==> src/rtl/dcache_req_buffer_pkg.sv <==
// Shared definitions for the dcache request buffer: size codes, op codes,
// entry field widths and the buffered-entry layout.
package dcache_req_buffer_pkg;

  localparam int RBUF_ADDR_W = 32;
  localparam int RBUF_DATA_W = 32;
  localparam int RBUF_STRB_W = RBUF_DATA_W / 8;
  localparam int RBUF_LANE_W = $clog2(RBUF_STRB_W);
  localparam int RBUF_TYPE_W = 4;
  localparam int RBUF_CODE_W = 2;

  localparam logic [RBUF_TYPE_W-1:0] SIZE_BYTE = 4'b0001;
  localparam logic [RBUF_TYPE_W-1:0] SIZE_HALF = 4'b0011;
  localparam logic [RBUF_TYPE_W-1:0] SIZE_WORD = 4'b1111;

  localparam logic OP_READ  = 1'b0;
  localparam logic OP_WRITE = 1'b1;

  typedef struct packed {
    logic [RBUF_ADDR_W-1:0] addr;
    logic [RBUF_TYPE_W-1:0] size;
    logic                   op;
    logic [RBUF_DATA_W-1:0] wdata;
    logic [RBUF_STRB_W-1:0] wstrb;
    logic                   uncache;
    logic                   cacop_en;
    logic [RBUF_CODE_W-1:0] cacop_code;
  } rbuf_ent_t;

  // Bit 0 is the M-valid flag, bit 1 the S-valid flag, so both come straight from flops.
  typedef enum logic [1:0] {
    OCC_EMPTY = 2'b00,
    OCC_M     = 2'b01,
    OCC_MS    = 2'b11
  } rbuf_occ_e;

endpackage

==> src/rtl/dcache_req_buffer_if.sv <==
// Request-side and rbuf-side signals of the dcache request buffer.
interface dcache_req_buffer_if
  import dcache_req_buffer_pkg::*;
#(
  parameter int ADDR_W = RBUF_ADDR_W,
  parameter int DATA_W = RBUF_DATA_W
) ();

  logic                   req_valid;
  logic                   req_ready;
  logic                   req_op;
  logic [ADDR_W-1:0]      req_addr;
  logic [RBUF_TYPE_W-1:0] req_type;
  logic [DATA_W-1:0]      req_wdata;
  logic                   req_uncache;
  logic                   req_cacop_en;
  logic [RBUF_CODE_W-1:0] req_cacop_code;

  logic                   rbuf_valid;
  logic                   rbuf_ready;
  logic [ADDR_W-1:0]      addr_rbuf;
  logic [RBUF_TYPE_W-1:0] type_rbuf;
  logic                   op_rbuf;
  logic [DATA_W-1:0]      wdata_rbuf;
  logic [DATA_W/8-1:0]    wstrb_rbuf;
  logic                   uncache_rbuf;
  logic                   cacop_en_rbuf;
  logic [RBUF_CODE_W-1:0] cacop_code_rbuf;

  modport slave (
    input  req_valid, req_op, req_addr, req_type, req_wdata,
           req_uncache, req_cacop_en, req_cacop_code, rbuf_ready,
    output req_ready, rbuf_valid, addr_rbuf, type_rbuf, op_rbuf, wdata_rbuf,
           wstrb_rbuf, uncache_rbuf, cacop_en_rbuf, cacop_code_rbuf
  );

  modport master (
    output req_valid, req_op, req_addr, req_type, req_wdata,
           req_uncache, req_cacop_en, req_cacop_code, rbuf_ready,
    input  req_ready, rbuf_valid, addr_rbuf, type_rbuf, op_rbuf, wdata_rbuf,
           wstrb_rbuf, uncache_rbuf, cacop_en_rbuf, cacop_code_rbuf
  );

endinterface

==> src/rtl/dcache_req_buffer_rbuf_entry_fmt.sv <==
// Capture-path formatter: moves store data to its byte lane and builds the
// write strobe so the buffered entry needs no further logic downstream.
module rbuf_entry_fmt
  import dcache_req_buffer_pkg::*;
(
  input  logic                   i_op,
  input  logic [RBUF_ADDR_W-1:0] i_addr,
  input  logic [RBUF_TYPE_W-1:0] i_size,
  input  logic [RBUF_DATA_W-1:0] i_wdata,
  input  logic                   i_uncache,
  input  logic                   i_cacop_en,
  input  logic [RBUF_CODE_W-1:0] i_cacop_code,
  output rbuf_ent_t              o_ent
);

  logic [RBUF_LANE_W-1:0] w_lane;
  logic [RBUF_STRB_W-1:0] w_strb_sh;

  assign w_lane = i_addr[RBUF_LANE_W-1:0];
  // Misaligned sizes shift strobe bits past the word; they are dropped here.
  assign w_strb_sh = RBUF_STRB_W'(i_size) << w_lane;

  always_comb begin
    o_ent            = '0;
    o_ent.addr       = i_addr;
    o_ent.size       = i_size;
    o_ent.op         = i_op;
    o_ent.wdata      = i_wdata << {w_lane, 3'b000};
    o_ent.wstrb      = (i_op == OP_WRITE && !i_cacop_en) ? w_strb_sh : '0;
    o_ent.uncache    = i_uncache;
    o_ent.cacop_en   = i_cacop_en;
    o_ent.cacop_code = i_cacop_code;
  end

endmodule

==> src/rtl/dcache_req_buffer.sv <==
// Two-entry (main M + skid S) request buffer feeding the dcache FSM.
// Optional RBUF_PERF_CNT_EN adds the stall_cnt back-pressure counter port.
module dcache_req_buffer
  import dcache_req_buffer_pkg::*;
(
  input  logic               clk,
  input  logic               rstn,
  input  logic               flush,
  dcache_req_buffer_if.slave bus
`ifdef RBUF_PERF_CNT_EN
  ,
  output logic [31:0]        stall_cnt
`endif
);

  rbuf_occ_e r_occ;
  rbuf_occ_e w_occ_nxt;
  logic      r_ready;
  rbuf_ent_t r_m;
  rbuf_ent_t r_s;
  rbuf_ent_t w_in_ent;
  logic      w_accept;
  logic      w_pop;
  logic      w_ld_m_in;
  logic      w_ld_m_s;
  logic      w_ld_s;

  rbuf_entry_fmt u_fmt (
    .i_op         (bus.req_op),
    .i_addr       (bus.req_addr),
    .i_size       (bus.req_type),
    .i_wdata      (bus.req_wdata),
    .i_uncache    (bus.req_uncache),
    .i_cacop_en   (bus.req_cacop_en),
    .i_cacop_code (bus.req_cacop_code),
    .o_ent        (w_in_ent)
  );

  assign w_accept = bus.req_valid & r_ready;
  assign w_pop    = r_occ[0] & bus.rbuf_ready;

  always_comb begin
    w_occ_nxt = r_occ;
    w_ld_m_in = 1'b0;
    w_ld_m_s  = 1'b0;
    w_ld_s    = 1'b0;
    if (flush) begin
      w_occ_nxt = OCC_EMPTY;
    end else begin
      case (r_occ)
        OCC_EMPTY: begin
          if (w_accept) begin
            w_ld_m_in = 1'b1;
            w_occ_nxt = OCC_M;
          end
        end
        OCC_M: begin
          if (w_pop) begin
            w_ld_m_in = w_accept;
            w_occ_nxt = w_accept ? OCC_M : OCC_EMPTY;
          end else if (w_accept) begin
            w_ld_s    = 1'b1;
            w_occ_nxt = OCC_MS;
          end
        end
        OCC_MS: begin
          // ready is low while S is full, so no accept can collide with the drain.
          if (w_pop) begin
            w_ld_m_s  = 1'b1;
            w_occ_nxt = OCC_M;
          end
        end
        default: w_occ_nxt = OCC_EMPTY;
      endcase
    end
  end

  always_ff @(posedge clk or negedge rstn) begin
    if (!rstn) begin
      r_occ   <= OCC_EMPTY;
      r_ready <= 1'b1;
    end else begin
      r_occ   <= w_occ_nxt;
      r_ready <= ~w_occ_nxt[1];
    end
  end

  // Entry fields only toggle on capture; stale contents behind a clear valid are harmless.
  always_ff @(posedge clk or negedge rstn) begin
    if (!rstn) begin
      r_m <= '0;
      r_s <= '0;
    end else begin
      if (w_ld_m_in) begin
        r_m <= w_in_ent;
      end else if (w_ld_m_s) begin
        r_m <= r_s;
      end
      if (w_ld_s) begin
        r_s <= w_in_ent;
      end
    end
  end

  assign bus.req_ready       = r_ready;
  assign bus.rbuf_valid      = r_occ[0];
  assign bus.addr_rbuf       = r_m.addr;
  assign bus.type_rbuf       = r_m.size;
  assign bus.op_rbuf         = r_m.op;
  assign bus.wdata_rbuf      = r_m.wdata;
  assign bus.wstrb_rbuf      = r_m.wstrb;
  assign bus.uncache_rbuf    = r_m.uncache;
  assign bus.cacop_en_rbuf   = r_m.cacop_en;
  assign bus.cacop_code_rbuf = r_m.cacop_code;

`ifdef RBUF_PERF_CNT_EN
  logic [31:0] r_stall_cnt;

  always_ff @(posedge clk or negedge rstn) begin
    if (!rstn) begin
      r_stall_cnt <= '0;
    end else if (bus.req_valid && !r_ready) begin
      r_stall_cnt <= r_stall_cnt + 32'd1;
    end
  end

  assign stall_cnt = r_stall_cnt;
`endif

endmodule
==> src/flat_wrapper.sv <==
// flat-port wrapper written by rule: the top's interface ports become plain ports
module dcache_req_buffer_flat import dcache_req_buffer_pkg::*;
  (clk, rstn, flush, bus_req_valid, bus_req_op, bus_req_addr, bus_req_type, bus_req_wdata, bus_req_uncache, bus_req_cacop_en, bus_req_cacop_code, bus_rbuf_ready, bus_req_ready, bus_rbuf_valid, bus_addr_rbuf, bus_type_rbuf, bus_op_rbuf, bus_wdata_rbuf, bus_wstrb_rbuf, bus_uncache_rbuf, bus_cacop_en_rbuf, bus_cacop_code_rbuf);
  dcache_req_buffer_if bus_i ();
  input  logic clk;
  input  logic rstn;
  input  logic flush;
  input wire logic [$bits(bus_i.req_valid)-1:0] bus_req_valid;
  input wire logic [$bits(bus_i.req_op)-1:0] bus_req_op;
  input wire logic [$bits(bus_i.req_addr)-1:0] bus_req_addr;
  input wire logic [$bits(bus_i.req_type)-1:0] bus_req_type;
  input wire logic [$bits(bus_i.req_wdata)-1:0] bus_req_wdata;
  input wire logic [$bits(bus_i.req_uncache)-1:0] bus_req_uncache;
  input wire logic [$bits(bus_i.req_cacop_en)-1:0] bus_req_cacop_en;
  input wire logic [$bits(bus_i.req_cacop_code)-1:0] bus_req_cacop_code;
  input wire logic [$bits(bus_i.rbuf_ready)-1:0] bus_rbuf_ready;
  output wire logic [$bits(bus_i.req_ready)-1:0] bus_req_ready;
  output wire logic [$bits(bus_i.rbuf_valid)-1:0] bus_rbuf_valid;
  output wire logic [$bits(bus_i.addr_rbuf)-1:0] bus_addr_rbuf;
  output wire logic [$bits(bus_i.type_rbuf)-1:0] bus_type_rbuf;
  output wire logic [$bits(bus_i.op_rbuf)-1:0] bus_op_rbuf;
  output wire logic [$bits(bus_i.wdata_rbuf)-1:0] bus_wdata_rbuf;
  output wire logic [$bits(bus_i.wstrb_rbuf)-1:0] bus_wstrb_rbuf;
  output wire logic [$bits(bus_i.uncache_rbuf)-1:0] bus_uncache_rbuf;
  output wire logic [$bits(bus_i.cacop_en_rbuf)-1:0] bus_cacop_en_rbuf;
  output wire logic [$bits(bus_i.cacop_code_rbuf)-1:0] bus_cacop_code_rbuf;
  assign bus_i.req_valid = bus_req_valid;
  assign bus_i.req_op = bus_req_op;
  assign bus_i.req_addr = bus_req_addr;
  assign bus_i.req_type = bus_req_type;
  assign bus_i.req_wdata = bus_req_wdata;
  assign bus_i.req_uncache = bus_req_uncache;
  assign bus_i.req_cacop_en = bus_req_cacop_en;
  assign bus_i.req_cacop_code = bus_req_cacop_code;
  assign bus_i.rbuf_ready = bus_rbuf_ready;
  assign bus_req_ready = bus_i.req_ready;
  assign bus_rbuf_valid = bus_i.rbuf_valid;
  assign bus_addr_rbuf = bus_i.addr_rbuf;
  assign bus_type_rbuf = bus_i.type_rbuf;
  assign bus_op_rbuf = bus_i.op_rbuf;
  assign bus_wdata_rbuf = bus_i.wdata_rbuf;
  assign bus_wstrb_rbuf = bus_i.wstrb_rbuf;
  assign bus_uncache_rbuf = bus_i.uncache_rbuf;
  assign bus_cacop_en_rbuf = bus_i.cacop_en_rbuf;
  assign bus_cacop_code_rbuf = bus_i.cacop_code_rbuf;
  dcache_req_buffer u_core (.clk(clk), .rstn(rstn), .flush(flush), .bus(bus_i));
endmodule
==> config.mk <==
export PLATFORM = sky130hd
export DESIGN_NAME = dcache_req_buffer_flat
export DESIGN_NICKNAME = d
export VERILOG_FILES = /design/src/rtl/dcache_req_buffer_pkg.sv /design/src/rtl/dcache_req_buffer_if.sv /design/src/rtl/dcache_req_buffer_rbuf_entry_fmt.sv /design/src/rtl/dcache_req_buffer.sv /design/src/flat_wrapper.sv
export SDC_FILE = /design/constraint.sdc
export NUM_CORES = 1
export LEC_CHECK = 0
export ABC_AREA = 1
export BUFFER_PORTS_ARGS = -buffer_cell sky130_fd_sc_hd__buf_2
export CAP_MARGIN = 0
export CORE_MARGIN = 2
export CORE_UTILIZATION = 49
export CTS_CLUSTER_DIAMETER = 200
export DETAILED_ROUTE_END_ITERATION = 12
export PLACE_DENSITY = 0.76
export SYNTH_ARGS = -nofsm -noshare
export SYNTH_HDL_FRONTEND = slang
export SYNTH_SLANG_ARGS = --single-unit
==> constraint.sdc <==
create_clock -name clk -period 1.49 [get_ports clk]
set_clock_uncertainty 0.1 [all_clocks]
set_input_delay 0.298 -clock clk [delete_from_list [all_inputs] [get_ports clk]]
set_output_delay 0.298 -clock clk [all_outputs]
set_load 0.005 [all_outputs]
==> results of run 1 <==
[per-layer routing]
metal	wire length, um	vias up	part of all wire (%)	global-route usage [%]
met5	0	-	0	0
met4	588	0	2.7	10.1
met3	1810	47	8.2	5.11
met2	10500	370	48	43.6
met1	9150	3273	41	35.7
li1	-	3332	-	-
[cell usage in the layout, fill, tap and decap left out, types with 2 or more instances in the layout]
cell | netlist | final
clkbuf_16 | 0 | 24
nand2_4 | 0 | 2
or2_2 | 5 | 5
inv_1 | 8 | 7
clkbuf_8 | 0 | 4
nand3_2 | 0 | 5
buf_2 | 21 | 154
dfrtp_1 | 156 | 156
dlygate4sd3_1 | 0 | 31
nand3_1 | 204 | 198
nand2_1 | 433 | 418
nor2_1 | 22 | 22
inv_2 | 3 | 3
buf_6 | 0 | 5
o21ai_1 | 3 | 3
nor2_4 | 1 | 2
buf_16 | 0 | 3
clkbuf_1 | 29 | 2
a21oi_1 | 10 | 10
nand2_2 | 1 | 14
buf_8 | 0 | 2
buf_4 | 11 | 21
bufinv_16 | 0 | 2
clkinvlp_4 | 0 | 6
buf_12 | 0 | 19
[path summary, 6_finish.rpt]
path | cells after the start | start | slack [ns] | to
setup / recovery | 8 | u_core.bus.req_ready$_DFF_PN1_ | -0.08 | u_core.r_s[59]$_DFFE_PN0P_
hold / removal | 3 | bus_req_addr[24] | 0.01 | u_core.r_s[69]$_DFFE_PN0P_
setup reg to reg | 8 | u_core.bus.req_ready$_DFF_PN1_ | -0.08 | u_core.r_s[59]$_DFFE_PN0P_
hold reg to reg | 2 | u_core.r_s[19]$_DFFE_PN0P_ | 0.37 | u_core.r_s[19]$_DFFE_PN0P_
max in group asynchronous | 3 | rstn | 0.55 | u_core.bus.req_ready$_DFF_PN1_
min in group asynchronous | 2 | rstn | 0.23 | u_core.bus.type_rbuf[0]$_DFFE_PN0P_
[synth_stat cells]
| library cell | instances |
|---|---|
| dfstp_2 | 1 |
| nor2_1 | 22 |
| nand2_2 | 1 |
| inv_2 | 3 |
| nand4_2 | 1 |
| nand3_1 | 204 |
| nor3_1 | 1 |
| o21ai_1 | 3 |
| clkbuf_1 | 29 |
| inv_1 | 8 |
| a21oi_1 | 10 |
| buf_4 | 11 |
| nor2_4 | 1 |
| dfrtp_1 | 156 |
| buf_2 | 21 |
| nor2_2 | 2 |
| or2_2 | 5 |
| nand2_1 | 433 |
[registers in the layout, indices dropped and copies added, names as in the netlist]
name                        cells
u_core.bus.uncache_rbuf         1
u_core.bus.req_ready            1
u_core.r_s                     77
u_core.bus.addr_rbuf           32
u_core.bus.cacop_code_rbuf      2
u_core.bus.wstrb_rbuf           4
u_core.bus.cacop_en_rbuf        1
u_core.bus.type_rbuf            4
u_core.bus.op_rbuf              1
u_core.bus.wdata_rbuf          32
u_core.r_occ                    2
[kinds of logic after synthesis]
kind of cell           synth area share [%]
DFF                                    55.0
buffers and inverters                  4.73
and+or+nand+nor                        39.3
AOI/OAI and AO/OA                     0.911
[area by class of cell]
class | instances | area, um^2
fill | 1140 | 4630
sequential | 157 | 3930
multi-input combinational | 683 | 2970
timing repair buffer | 242 | 1960
clock buffer | 23 | 488
tap | 184 | 230
clock inverter | 9 | 110
inverter | 11 | 43.8
antenna | 1 | 2.50
[timing repair]
action,CTS,global route
hold endpoints to repair,186,0
buffers inserted,2,3
cloned,3,9
hold buffers,31,0
endpoints found under the setup margin,126,156
pin swaps,3,4
gates resized for setup,17,25
[tightest hold or removal path, delay by kind of cell]
kind	cells	cell delay [ns]
buffers and inverters	1	0.09
and+or+nand+nor	2	0.11
[power by group]
group          total [mW]  switching [mW]  internal [mW]
sequential           5.54           0.465           5.07
combinational        2.08            1.12          0.960
clock                4.36            1.72           2.64
total                12.0            3.30           8.67
==> flow_summary.ini, run 1 <==
[status]
run_status = finished with violations
violations = setup timing

[die]
coreArea_um2 = 14400
start_util_pct = 49.7
die_w_um = 125
rows = 44
dieHeight_um = 125
ios = 157
dieArea_um2 = 15600

[logic_synthesis]
ys_ff_latch = 157
netlist_instances = 912
synth.area.top_cells = dfrtp_1, nand2_1, nand3_1, clkbuf_1, buf_2
syn_nets = 990
synth_area_um2 = 7140
syn_area_per_cell_um2 = 7.83
ys_warn_count = 0
yosysSeqAreaShare_pct = 55.0
yosys.area.top_type = dfrtp_1
synth_top_area_share_pct = 54.7
synth_cell_type_count = 18

[sta]
setup_ws_ns = -0.0809
max_freq_mhz = 637
period_share_pct = 105
hold_viol_final = 0
worst_slew_pin_slew_ns = 0.316
maxSlewViolCount = 0
fin_setup_tns_ns = -3.44
timing.slew.headroom_pct = 79.0
holdWs_ns = 0.0124
period_needed_ns = 1.57
rsz0062_at_grt = true
setup_viol = 118

[route]
vias = 7022
drc_errors = 0
wire_per_inst_um = 16.8
drt_iter0_drc = 626
viasPerCell = 5.36
postRouteAntennaNets = 0
firstDrtPassIters = 6
routed_wl_um = 22000

[clocking]
clk_pin_slew_ns = 0.06
clk_latency_ns = 0.42
ctsHtreeMaxLevel = 4
clk_path_buf_depth = 2
clock-root-buffer = clkbuf_16
numCtsBuffers = 17
clock-sinks = 157
cts_tree = yes

[critical_path]
crit_path_top_delay_cell = dfstp_2
critPathMaxStageDelay_ns = 0.53
crit_path_end_kind = register
crit_top_cell = nand2_1
cp.buffers_inverters = 3
critPathRequiredTime_ns = 1.70
start_kind = register
crit_arrival_ns = 1.78
path_delay_family = flip-flops
path_cells = nand2_2 > inv_2 > nand2_4 > nor2_4 > inv_4 > buf_16 > nand2_1 > nand2_1
cp_max_fo = 23
worstSetupPathType = register to register

[final_layout]
final_util_pct = 67.8
syn_to_final_growth_pct = 36.4
nets = 1190
final_area_um2 = 9740
instances_no_fill = 1310
drive_above_1_share_pct = 24.6

[placement]
place.port_buffers = 156
dp.final_hpwl_um = 12700
pre_cts_ws_ns = -0.0686
dp.cells = 1229
place_congestion = 0.845
postPlaceCellArea_um2 = 8370

[global_routing]
grt_overflow_total = 0
first_global_vias = 6660
grt_usage_pct = 26.8
grt_max_degree = 39
grt_pass1_wl_um = 33400
antenna_found_initial = 1

[flow_run]
cap_violations = 0

[pwr]
ir_worst_vdd_v = 0.000811
leakagePower_nw = 5.17
powerDensity_nw_per_um2 = 1230
finalPower_mw = 12.0

[hold_path]
hold_path_class = input pin to register
Note: power is estimated with default switching activity, not from simulation.
==> inputs of run 2 (changes only) <==
REMOVE_ABC_BUFFERS = 1   (was unset)
==> flow_summary.ini, run 2 (same netlist as run 1, synthesis figures left out) <==
[status]
run_status = finished with violations
violations = setup timing

[final_layout]
final_area_um2 = 9950
final_util_pct = 69.2
drive_above_1_share_pct = 26.2
seqCellArea_um2 = 3930
nets = 1190
most-common-layout-cells = nand2_1, nand3_1, dfrtp_1
top_register = u_core.r_s
largest_reg_flops = 77
final_common_cell = nand2_1
syn_to_final_growth_pct = 39.3
multi_input_area_um2 = 3010
filler_cell_count = 1127

[pwr]
combPwrFrac_pct = 17.2
p_seq_share_pct = 44.3
clockPowerShare_pct = 38.5
powerDensity_nw_per_um2 = 1260
ir_worst_vdd_v = 0.000919
p_sw_share_pct = 26.8
switchingPower_mw = 3.36
leakagePower_nw = 5.31
internal-power_mw = 9.17

[route]
postRouteAntennaNets = 0
wire_per_inst_um = 17.4
drt_iter0_drc = 543
vias = 7142
drc_errors = 0
routed_wl_um = 22800
viasPerCell = 5.46
firstDrtPassIters = 5

[die]
rows = 44
coreArea_um2 = 14400
ios = 157
dieHeight_um = 125
start_util_pct = 49.7
die_w_um = 125
dieArea_um2 = 15600

[global_routing]
grt_max_degree = 41
grt_usage_pct = 26.7
grt_overflow_total = 0
antenna_found_initial = 0
grt_pass1_wl_um = 33300
first_global_vias = 6521

[sta]
hold_viol_final = 0
setup_ws_ns = -0.115
maxSlewViolCount = 0
max_freq_mhz = 623
period_share_pct = 108
period_needed_ns = 1.60
rsz0062_at_grt = true
setup_viol = 155
timing.slew.headroom_pct = 73.0
worst_slew_pin_slew_ns = 0.405

[clocking]
clock-root-buffer = clkbuf_16
cts_tree = yes
ctsHtreeMaxLevel = 4
clk_latency_ns = 0.42
clk_pin_slew_ns = 0.06
clock-sinks = 157
clk_path_buf_depth = 2
numCtsBuffers = 17

[placement]
postPlaceCellArea_um2 = 8380
place_congestion = 0.817
dp.final_hpwl_um = 12600
pre_cts_ws_ns = -0.0561
place.port_buffers = 156

[critical_path]
worstSetupPathType = register to register
crit_end = u_core.r_s[30]$_DFFE_PN0P_
critPathRequiredTime_ns = 1.69
ff2ff_setup_slack_ns = -0.11
crit_arrival_ns = 1.81
crit_path_start = u_core.bus.req_ready$_DFF_PN1_
cp_max_fo = 10
crit_path_end_kind = register
reg2reg_depth = 9
rr_startpoint = u_core.bus.req_ready$_DFF_PN1_
start_kind = register
r2r-end = u_core.r_s[30]$_DFFE_PN0P_

[flow_run]
cap_violations = 0

[hold_path]
hold_path_class = input pin to register
[run 2: how the worst min path moves through the flow]
| stage | from | endpoint | cells after the start |
|---|---|---|---|
| floorplan | rstn | u_core.bus.addr_rbuf[0]$_DFFE_PN0P_ | 0 |
| global placement | rstn | u_core.r_s[1]$_DFFE_PN0P_ | 1 |
| detailed placement | rstn | u_core.r_s[1]$_DFFE_PN0P_ | 1 |
| CTS | bus_req_addr[18] | u_core.r_s[63]$_DFFE_PN0P_ | 3 |
| global route | bus_req_addr[8] | u_core.r_s[53]$_DFFE_PN0P_ | 3 |
| finish | bus_req_addr[18] | u_core.r_s[63]$_DFFE_PN0P_ | 3 |
[run 2: cell type report]
class                      count  area share, %
antenna                        1         0.0252
inverter                      11          0.579
timing repair buffer         242           20.7
multi-input combinational    683           30.3
clock buffer                  20           4.69
tap                          184           2.31
clock inverter                11           1.90
sequential                   157           39.5
[run 2: metal layers]
| layer | global-route usage [%] | routed length, um |
|---|---|---|
| met5 | 0 | 0 |
| met4 | 9.19 | 731 |
| met3 | 6.19 | 1860 |
| met2 | 42.1 | 10700 |
| met1 | 36.6 | 9520 |
[run 2: worst max-delay path, stage by stage, from the launching register on]
cell	delay, ns
dfstp_2	0.54
nand2_2	0.05
inv_2	0.07
nand2_4	0.07
nor2_4	0.16
buf_12	0.15
inv_16	0.06
buf_12	0.14
nand2_2	0.07
nand2_1	0.07
[run 2: stage by stage]
stage          hold slack, ns  power [mW]  TNS (ns)  std cells
2_1_floorplan         -0.0976        6.41   -262.00        851
3_3_place_gp            0.132        7.35    -0.343       1227
3_5_place_dp            0.138        7.44     -3.21       1227
4_1_cts               0.00120        12.3     -3.49       1289
5_1_grt               0.00242        13.1    -18.45       1308
6_report              0.00961        12.5     -8.82       1309
[run 2: power groups by stage]
stage               combinational [mW]  sequential [mW]  clock (mW)
floorplan                        0.880             5.53           0
global placement                  1.81             5.54           0
detailed placement                1.88             5.56           0
CTS                               1.98             5.50        4.84
global route                      2.38             5.62        5.06
finish                            2.15             5.54        4.83
[run 2: what timing repair did]
action                     CTS  global route
hold endpoints to repair    59             0
setup endpoints to repair  113           156
resized for setup           22            37
hold buffers                24             0
setup buffers                2             7
gates cloned                 5            12
pin swaps                    1            11
